--- src/rtl/watcher_capture_ctrl_if.sv ---
// -----------------------------------------------------------------------------
// watcher_capture_ctrl_if
// Buffer read port plus sample output stream of the watcher capture sequencer.
//   rd_en / rd_addr : buffer read strobe and address (sequencer -> RAM)
//   rd_data         : buffer read data, valid one cycle after rd_en (RAM -> seq)
//   smp_valid/data  : sample stream towards the readout path (sequencer -> sink)
//   smp_ready       : sink accepts the current sample (sink -> sequencer)
// master = sequencer side, slave = RAM / readout side.
// -----------------------------------------------------------------------------
interface watcher_capture_ctrl_if #(
  parameter int unsigned ADDR_W = 10,
  parameter int unsigned DATA_W = 13
) ();

  logic              rd_en;
  logic [ADDR_W-1:0] rd_addr;
  logic [DATA_W-1:0] rd_data;
  logic              smp_valid;
  logic [DATA_W-1:0] smp_data;
  logic              smp_ready;

  modport master (
    output rd_en, rd_addr, smp_valid, smp_data,
    input  rd_data, smp_ready
  );

  modport slave (
    input  rd_en, rd_addr, smp_valid, smp_data,
    output rd_data, smp_ready
  );

endinterface

--- src/rtl/watcher_capture_ctrl.sv ---
// -----------------------------------------------------------------------------
// watcher_capture_ctrl
// Capture sequencer for one watcher trigger node and its sample buffer.
// Clears and arms the trigger node, freezes it on stop, then reads the captured
// window out of the buffer oldest-first onto a valid/ready stream.
// Ports:
//   trig_clk, trig_rstn : clock, synchronous active-low reset
//   arm, abort          : one-cycle control requests (abort wins)
//   cap_len             : samples to read out, 0 or >DEPTH means DEPTH
//   stop_flag/stop_addr : trigger node stop indication and last written address
//   overflow_flag       : trigger node overflow indication
//   node_rstn, pause    : clear and write-freeze to the trigger node
//   state               : 0 IDLE, 1 CLEAR/ARMED, 2 READOUT, 3 DONE
//   ovf_seen            : sticky overflow seen during the current capture
//   bus                 : buffer read port and sample stream (master side)
// -----------------------------------------------------------------------------
module watcher_capture_ctrl #(
  parameter int unsigned ADDR_W = 10,
  parameter int unsigned DATA_W = 13
) (
  input  logic                    trig_clk,
  input  logic                    trig_rstn,
  input  logic                    arm,
  input  logic                    abort,
  input  logic [ADDR_W:0]         cap_len,
  input  logic                    stop_flag,
  input  logic [ADDR_W-1:0]       stop_addr,
  input  logic                    overflow_flag,
  output logic                    node_rstn,
  output logic                    pause,
  output logic [1:0]              state,
  output logic                    ovf_seen,
  watcher_capture_ctrl_if.master  bus
);

  localparam int unsigned LEN_W = ADDR_W + 1;
  localparam int unsigned DEPTH = 2 ** ADDR_W;

  typedef enum logic [2:0] {
    S_IDLE,
    S_CLEAR,
    S_ARMED,
    S_ISSUE,
    S_WAIT,
    S_HOLD,
    S_DONE
  } st_t;

  st_t               st;
  logic [LEN_W-1:0]  remaining;
  logic [LEN_W-1:0]  eff_len;
  logic [ADDR_W-1:0] start_addr;

  // Effective readout length and oldest sample address of the window.
  // Only the low ADDR_W bits of the length matter for the modulo subtraction,
  // so a full-depth window starts right after the stop address.
  always_comb begin
    eff_len = cap_len;
    if (cap_len == '0 || cap_len > LEN_W'(DEPTH)) begin
      eff_len = LEN_W'(DEPTH);
    end
    start_addr = stop_addr + ADDR_W'(1) - eff_len[ADDR_W-1:0];
  end

  // Sequencer: node control, readout substates and registered outputs.
  always_ff @(posedge trig_clk) begin
    if (!trig_rstn) begin
      st            <= S_IDLE;
      state         <= 2'd0;
      node_rstn     <= 1'b0;
      pause         <= 1'b1;
      ovf_seen      <= 1'b0;
      remaining     <= '0;
      bus.rd_en     <= 1'b0;
      bus.rd_addr   <= '0;
      bus.smp_valid <= 1'b0;
      bus.smp_data  <= '0;
    end else if (abort) begin
      st            <= S_IDLE;
      state         <= 2'd0;
      node_rstn     <= 1'b1;
      pause         <= 1'b1;
      bus.rd_en     <= 1'b0;
      bus.smp_valid <= 1'b0;
    end else begin
      case (st)
        S_IDLE, S_DONE: begin
          node_rstn <= 1'b1;
          pause     <= 1'b1;
          if (arm) begin
            st        <= S_CLEAR;
            state     <= 2'd1;
            node_rstn <= 1'b0;
            ovf_seen  <= 1'b0;
          end
        end

        S_CLEAR: begin
          st        <= S_ARMED;
          state     <= 2'd1;
          node_rstn <= 1'b1;
          pause     <= 1'b0;
        end

        S_ARMED: begin
          ovf_seen <= ovf_seen | overflow_flag;
          if (stop_flag) begin
            st          <= S_ISSUE;
            state       <= 2'd2;
            pause       <= 1'b1;
            bus.rd_en   <= 1'b1;
            bus.rd_addr <= start_addr;
            remaining   <= eff_len;
          end
        end

        S_ISSUE: begin
          bus.rd_en <= 1'b0;
          st        <= S_WAIT;
        end

        // RAM data for the issued address is valid in this cycle.
        S_WAIT: begin
          bus.smp_data  <= bus.rd_data;
          bus.smp_valid <= 1'b1;
          st            <= S_HOLD;
        end

        S_HOLD: begin
          if (bus.smp_ready) begin
            bus.smp_valid <= 1'b0;
            remaining     <= remaining - LEN_W'(1);
            bus.rd_addr   <= bus.rd_addr + ADDR_W'(1);
            if (remaining == LEN_W'(1)) begin
              st    <= S_DONE;
              state <= 2'd3;
            end else begin
              st        <= S_ISSUE;
              bus.rd_en <= 1'b1;
            end
          end
        end

        default: begin
          st    <= S_IDLE;
          state <= 2'd0;
        end
      endcase
    end
  end

endmodule
--- src/flat_wrapper.sv ---
// flat-port wrapper written by rule: the top's interface ports become plain ports
module watcher_capture_ctrl_flat 
#(
  parameter int unsigned ADDR_W = 10,
  parameter int unsigned DATA_W = 13
)
  (trig_clk, trig_rstn, arm, abort, cap_len, stop_flag, stop_addr, overflow_flag, node_rstn, pause, state, ovf_seen, bus_rd_en, bus_rd_addr, bus_smp_valid, bus_smp_data, bus_rd_data, bus_smp_ready);
  watcher_capture_ctrl_if #(.ADDR_W(ADDR_W), .DATA_W(DATA_W)) bus_i ();
  input  logic trig_clk;
  input  logic trig_rstn;
  input  logic arm;
  input  logic abort;
  input  logic [ADDR_W:0] cap_len;
  input  logic stop_flag;
  input  logic [ADDR_W-1:0] stop_addr;
  input  logic overflow_flag;
  output logic node_rstn;
  output logic pause;
  output logic [1:0] state;
  output logic ovf_seen;
  output wire logic [$bits(bus_i.rd_en)-1:0] bus_rd_en;
  output wire logic [$bits(bus_i.rd_addr)-1:0] bus_rd_addr;
  output wire logic [$bits(bus_i.smp_valid)-1:0] bus_smp_valid;
  output wire logic [$bits(bus_i.smp_data)-1:0] bus_smp_data;
  input wire logic [$bits(bus_i.rd_data)-1:0] bus_rd_data;
  input wire logic [$bits(bus_i.smp_ready)-1:0] bus_smp_ready;
  assign bus_rd_en = bus_i.rd_en;
  assign bus_rd_addr = bus_i.rd_addr;
  assign bus_smp_valid = bus_i.smp_valid;
  assign bus_smp_data = bus_i.smp_data;
  assign bus_i.rd_data = bus_rd_data;
  assign bus_i.smp_ready = bus_smp_ready;
  watcher_capture_ctrl #(.ADDR_W(ADDR_W), .DATA_W(DATA_W)) u_core (.trig_clk(trig_clk), .trig_rstn(trig_rstn), .arm(arm), .abort(abort), .cap_len(cap_len), .stop_flag(stop_flag), .stop_addr(stop_addr), .overflow_flag(overflow_flag), .node_rstn(node_rstn), .pause(pause), .state(state), .ovf_seen(ovf_seen), .bus(bus_i));
endmodule
--- config.mk ---
export PLATFORM = sky130hd
export DESIGN_NAME = watcher_capture_ctrl_flat
export DESIGN_NICKNAME = d
export VERILOG_FILES = /design/src/rtl/watcher_capture_ctrl_if.sv /design/src/rtl/watcher_capture_ctrl.sv /design/src/flat_wrapper.sv
export SDC_FILE = /design/constraint.sdc
export NUM_CORES = 1
export LEC_CHECK = 0
export ABC_AREA = 1
export BUFFER_PORTS_ARGS = -buffer_cell sky130_fd_sc_hd__buf_2
export CAP_MARGIN = 15
export CORE_MARGIN = 5
export CORE_UTILIZATION = 54
export DETAILED_ROUTE_END_ITERATION = 8
export PLACE_DENSITY = 0.85
export REMOVE_ABC_BUFFERS = 1
export SLEW_MARGIN = 20
export SYNTH_ARGS = -nofsm -noshare
export SYNTH_HDL_FRONTEND = slang
export SYNTH_SLANG_ARGS = --single-unit
--- constraint.sdc ---
create_clock -name trig_clk -period 4.1 [get_ports trig_clk]
set_input_delay 0.82 -clock trig_clk [delete_from_list [all_inputs] [get_ports trig_clk]]
set_output_delay 0.82 -clock trig_clk [all_outputs]
set_load 0.01 [all_outputs]
# --- Yosys cells after proc, flatten, opt, wreduce, memory -nomap -nowiden ---
# Cells that the tools add are included.
word_totals:
  register_bits: 44
  in_bits: 41
  out_inout_bits: 30
  wordCells: 80
classes:
  add_sub_neg: 4
  n_lt_le_gt_ge: 1
  eq_ne: 12
  muxes: 29
  bitwise_logic: 4
  reduce_logical: 20
op_table:
  columns: ["operator", "count"]
  rows:
  - ["11-bit 2-to-1 mux", 3]
  - ["11-bit case mux with 2 select lines", 1]
  - ["10-bit by 1-bit adder with 10-bit output (second input constant)", 2]
  - ["10-bit 2-to-1 mux", 2]
  - ["10-bit case mux with 2 select lines", 1]
  - ["3-bit case mux with 6 select lines", 1]
  - ["3-bit 2-to-1 mux", 4]
  - ["11-bit by 1-bit equality test with 1-bit output (second input constant)", 1]
  - ["11-bit > comparator (second input constant)", 1]
  - ["11-bit zero test", 1]
  - ["11-bit by 1-bit subtractor with 11-bit output (second input constant)", 1]
  - ["2-bit case mux with 5 select lines", 1]
  - ["10-bit subtractor", 1]
  - ["3-bit equality test (second input constant)", 3]
  - ["3-bit nonzero test", 3]
  - ["2-bit 2-to-1 mux", 4]
  - ["2-bit inequality test (second input constant)", 4]
  - ["4-bit AND reduction", 2]
  - ["1-bit 2-to-1 mux", 7]
  - ["3-bit by 2-bit equality test with 1-bit output (second input constant)", 2]
  - ["1-bit case mux with 2 select lines", 3]
  - ["1-bit case mux with 3 select lines", 2]
  - ["2-bit AND reduction", 3]
  - ["3-bit AND reduction", 2]
  - ["9 further kinds", 15]

# --- Logic depth before layout (Yosys ltp) ---
depth:
  ltp_word: 6
  depth_mapped: 21
  ltp_nobuf: 21

# --- Worst setup path after synthesis ---
# OpenSTA, ideal clock, no wires.
synth_timing:
  path_kind: "input -> register"
  from: "input cap_len[5]"
  to: "register u_core.bus.rd_addr[7]"
  setup_ns: 0.117
  arrival_time_ns: 2.956
  required_ns: 3.983
  path_slack_ns: 1.027
  stages: 20
  n_path_buf: 0
  path_cell_list: "nor2_1 > nand3_1 > o21bai_1 > nand2_1 > nor2_1 > ha_1 > inv_1 > ha_1 > inv_1 > fa_1 > inv_1 > nand3_1 > nand2_1 > nand2_1 > nand2_1 > a21oi_1 > nor2_1 > nor2_1 > a21oi_1 > nor2_1"
synth_via:
  elab_chain_cells: 6
  word_cells_on_any_way: 7
  cone_classes: "add/sub: 1; order compare: 1; mux: 3; reduce/logical: 2"
synth_rtl:
  columns: ["item", "line", "text"]
  rows:
  - ["start, declared", "flat_wrapper.sv:13", "input logic [ADDR_W:0] cap_len;"]
  - ["11-bit > comparator or 11-bit zero test (tied branches)", "watcher_capture_ctrl.sv:59", "if (cap_len == '0 || cap_len > LEN_W'(DEPTH)) begin"]
  - ["1-bit logical OR", "watcher_capture_ctrl.sv:59", null]
  - ["11-bit 2-to-1 mux *", "watcher_capture_ctrl.sv:59", null]
  - ["10-bit subtractor *", "watcher_capture_ctrl.sv:62", "start_addr = stop_addr + ADDR_W'(1) - eff_len[ADDR_W-1:0];"]
  - ["10-bit 2-to-1 mux *", "watcher_capture_ctrl.sv:107", "if (stop_flag) begin"]
  - ["10-bit case mux with 2 select lines *", "watcher_capture_ctrl.sv:86", "case (st)"]
  - ["end signal, assigned", "watcher_capture_ctrl.sv:112", "bus.rd_addr <= start_addr;"]
  - ["end signal, assigned", "watcher_capture_ctrl.sv:133", "bus.rd_addr <= bus.rd_addr + ADDR_W'(1);"]
  - ["end, declared", "watcher_capture_ctrl_if.sv:23", "output rd_en, rd_addr, smp_valid, smp_data,"]
# Mark *: on every way between the ends. The rest lies on a longest branch, timed or not. The select of a mux whose other input is x is not followed.
# A chain may end at the register's enable or synchronous reset.

# --- Worst setup path after layout ---
layout_timing:
  from: "input cap_len[1]"
  to: "register u_core.bus.rd_addr[7]"
# Same word-level chain as after synthesis.

==> flow_summary.ini <==
[status]
status = completed

[sta]
fin_crit_sh = 0.8123
worst_pin_slew_ps = 763.5
rsz0062_at_grt = false
finalClockSkew_ps = 5.904
tns_ps = 0
timing.fmax_mhz = 300.3
period_needed_ps = 3331
fin_hold_ws_ps = 445.2
fin_ws_ps = 769.5
finalHoldViolCount = 0
setup_viol = 0
drv_slew = 0
slew-limit-headroom = 0.4896

[floorplan]
die_h_um = 83.75
die_width_um = 83.75
row_count = 26
dieArea_mm2 = 0.007013
initial_core_util = 0.5642
coreArea_mm2 = 0.005205
num_io_pins = 71

[power]
power_density_mw_per_mm2 = 283.9
p_leak_nw = 1.646
p_total_mw = 0.9666
ir_drop_mv = 0.2412

[worst_setup_path]
criticalPathCategory = input pin to flip-flop
cp-start-kind = input pin
path_delay_family = simple AND/OR/NAND/NOR gates
cpPeakStageDelay_ps = 350
cpMostUsedCell = nor2_1
slowest_stage = fa_1
worst-path-buf-inv = 4
path_cells = buf_2 > nor2_1 > nand3_1 > o21bai_1 > nand2_1 > nor2_1 > ha_1 > inv_1 > ha_1 > inv_1 > fa_1 > inv_1 > nand3_1 > nand2_1 > nand2_1 > nand2_1 > a21oi_1 > nor2_1 > nor2_1 > a21oi_1 > nor2_1
end_kind = flip-flop
crit_arrival_ps = 3520
worst_ep_required_time_ps = 4290
critPathMaxFanout = 5

[clock_tree]
numCtsBuffers = 5
clk_latency_ps = 290
post_cts_buffers = 0
htreeDepth = 2
cts-root-buf = clkbuf_8
tritoncts = built
clockBufferDepth = 2
clk_pin_slew_ps = 80
cts-resized-gates = 0
hold_buffers = 0
cts_sinks = 44

[routing]
wire_per_inst_um = 12.84
remaining_drc_errors = 0
via_count = 2973
viasPerCell = 5.309
ant_nets = 0
dr.first_iter.drc_count = 223
drt-total-wl_um = 7192
dr.pass1.iters = 4

[yosys]
syn_area_per_cell_um2 = 6.910
yosysSeqAreaShare = 0.3000
ys_ff_latch = 44
ys.warnings.count = 0
ys_types = 40
synth_cells = 425
syn_area_mm2 = 0.002937

[finish]
synthToLayoutAreaGrowth_pct = 15.94
layout.cells.non_filler = 560
diodes = 0
fillers = 449
multi_input_area_mm2 = 0.001728
layout.nets = 551
drive_gt1_frac = 0.2082
seq_area_um2 = 880.8

[placed_design]
hpwl_um = 5484
placed_cells = 552
place_ws_ps = 484.8
io_buffers = 70
gp_congestion = 0.8991

[hold_path]
hold_class = flip-flop to flip-flop

[global_route]
grt_pass1_wl_um = 12100
grt_pass1_vias = 2770
grt_start_max_net_pins = 31
grt_use_total = 0.2020
overflow = 0
antenna_found_initial = 0

[flow_run]
maxCapViolCount = 0
flip-flops by register name, indices dropped and copies added, names as in the netlist:
name,count
u_core.bus.rd_addr,10
u_core.bus.rd_en,1
u_core.bus.smp_data,13
u_core.bus.smp_valid,1
u_core.node_rstn,1
u_core.ovf_seen,1
u_core.pause,1
u_core.remaining,11
u_core.st,3
u_core.state,2
stage by stage:
stage,util,cell area (um^2)
finish,0.6541,3405
global route,0.6541,3405
CTS,0.6541,3405
detailed placement,0.6327,3293
global placement,0.6327,3293
floorplan,-,2855
worst paths after layout:
| check | from | end | slack (ps) | cells after the start |
|---|---|---|---|---|
| worst min-delay path | u_core.bus.smp_data[7] | u_core.bus.smp_data[7] | 450 | 2 |
| worst max register to register | u_core.st[2] | u_core.bus.rd_addr[4] | 1920 | 9 |
| worst min register to register | u_core.bus.smp_data[7] | u_core.bus.smp_data[7] | 450 | 2 |
| worst max-delay path | cap_len[1] | u_core.bus.rd_addr[7] | 770 | 21 |
final cells by class:
class | count | area share
Clock buffer | 5 | 0.02021
Clock inverter | 3 | 0.01250
Inverter | 63 | 0.07240
Multi-Input combinational cell | 305 | 0.5075
Sequential cell | 44 | 0.2587
Tap cell | 70 | 0.02573
Timing Repair Buffer | 70 | 0.1029
worst min-delay path, cell delays in order, from the launching register on:
cell and delay [ps]:
dfxtp_1 310, inv_1 40, a21oi_1 50
synth_stat cells (all sizes together):
master | number | area, um^2
nand2 | 68 | 270.3
inv | 63 | 246.5
a21oi | 58 | 294.0
o21ai | 52 | 267.8
nor2 | 47 | 227.7
dfxtp | 44 | 880.8
nand3 | 24 | 137.6
ha | 20 | 250.2
a31oi | 8 | 65.06
buf | 8 | 62.55
nand4 | 6 | 37.54
xor2 | 6 | 52.55
clkbuf | 5 | 18.77
nor3 | 3 | 15.01
or2 | 3 | 18.77
xnor2 | 2 | 17.52
a211oi | 1 | 7.510
fa | 1 | 20.02
nand3b | 1 | 7.510
o211ai | 1 | 7.510
o21a | 1 | 7.510
o21bai | 1 | 7.510
o31ai | 1 | 7.510
o41ai | 1 | 8.760
cells by family after synthesis:
| family | Yosys count | synth area share |
|---|---|---|
| adder cells (fa/ha/maj) | 21 | 0.09203 |
| buffers and inverters | 76 | 0.1116 |
| AO/OA/AOI/OAI | 124 | 0.2292 |
| flip-flops | 44 | 0.3000 |
| XOR/XNOR | 8 | 0.02386 |
| AND/OR/NAND/NOR | 152 | 0.2433 |
placed cells by master (no fill, tap or decap), drive strengths merged, types with 2 or more instances in the layout:
master,netlist,routed
buf,8,70
nand2,68,68
inv,63,63
a21oi,58,58
o21ai,52,52
nor2,47,47
dfxtp,44,44
nand3,24,24
ha,20,20
a31oi,8,8
nand4,6,6
xor2,6,6
clkbuf,5,5
nor3,3,3
or2,3,3
xnor2,2,2
power by group:
group	switching (mW)	internal [mW]
sequential	0.00697	0.434
clock	0.148	0.180
combinational	0.119	0.0780
total	0.274	0.692
per-layer routing:
metal | wire length (um) | share of wire | vias up | global-route usage
met2 | 3525 | 0.49 | 108 | 0.3543
met3 | 459 | 0.064 | 12 | 0.03751
li1 | - | - | 1536 | -
met4 | 119 | 0.017 | 0 | 0.06140
met1 | 3088 | 0.43 | 1317 | 0.2497
met5 | 0 | 0 | - | 0
(Power assumes the default switching activity.)
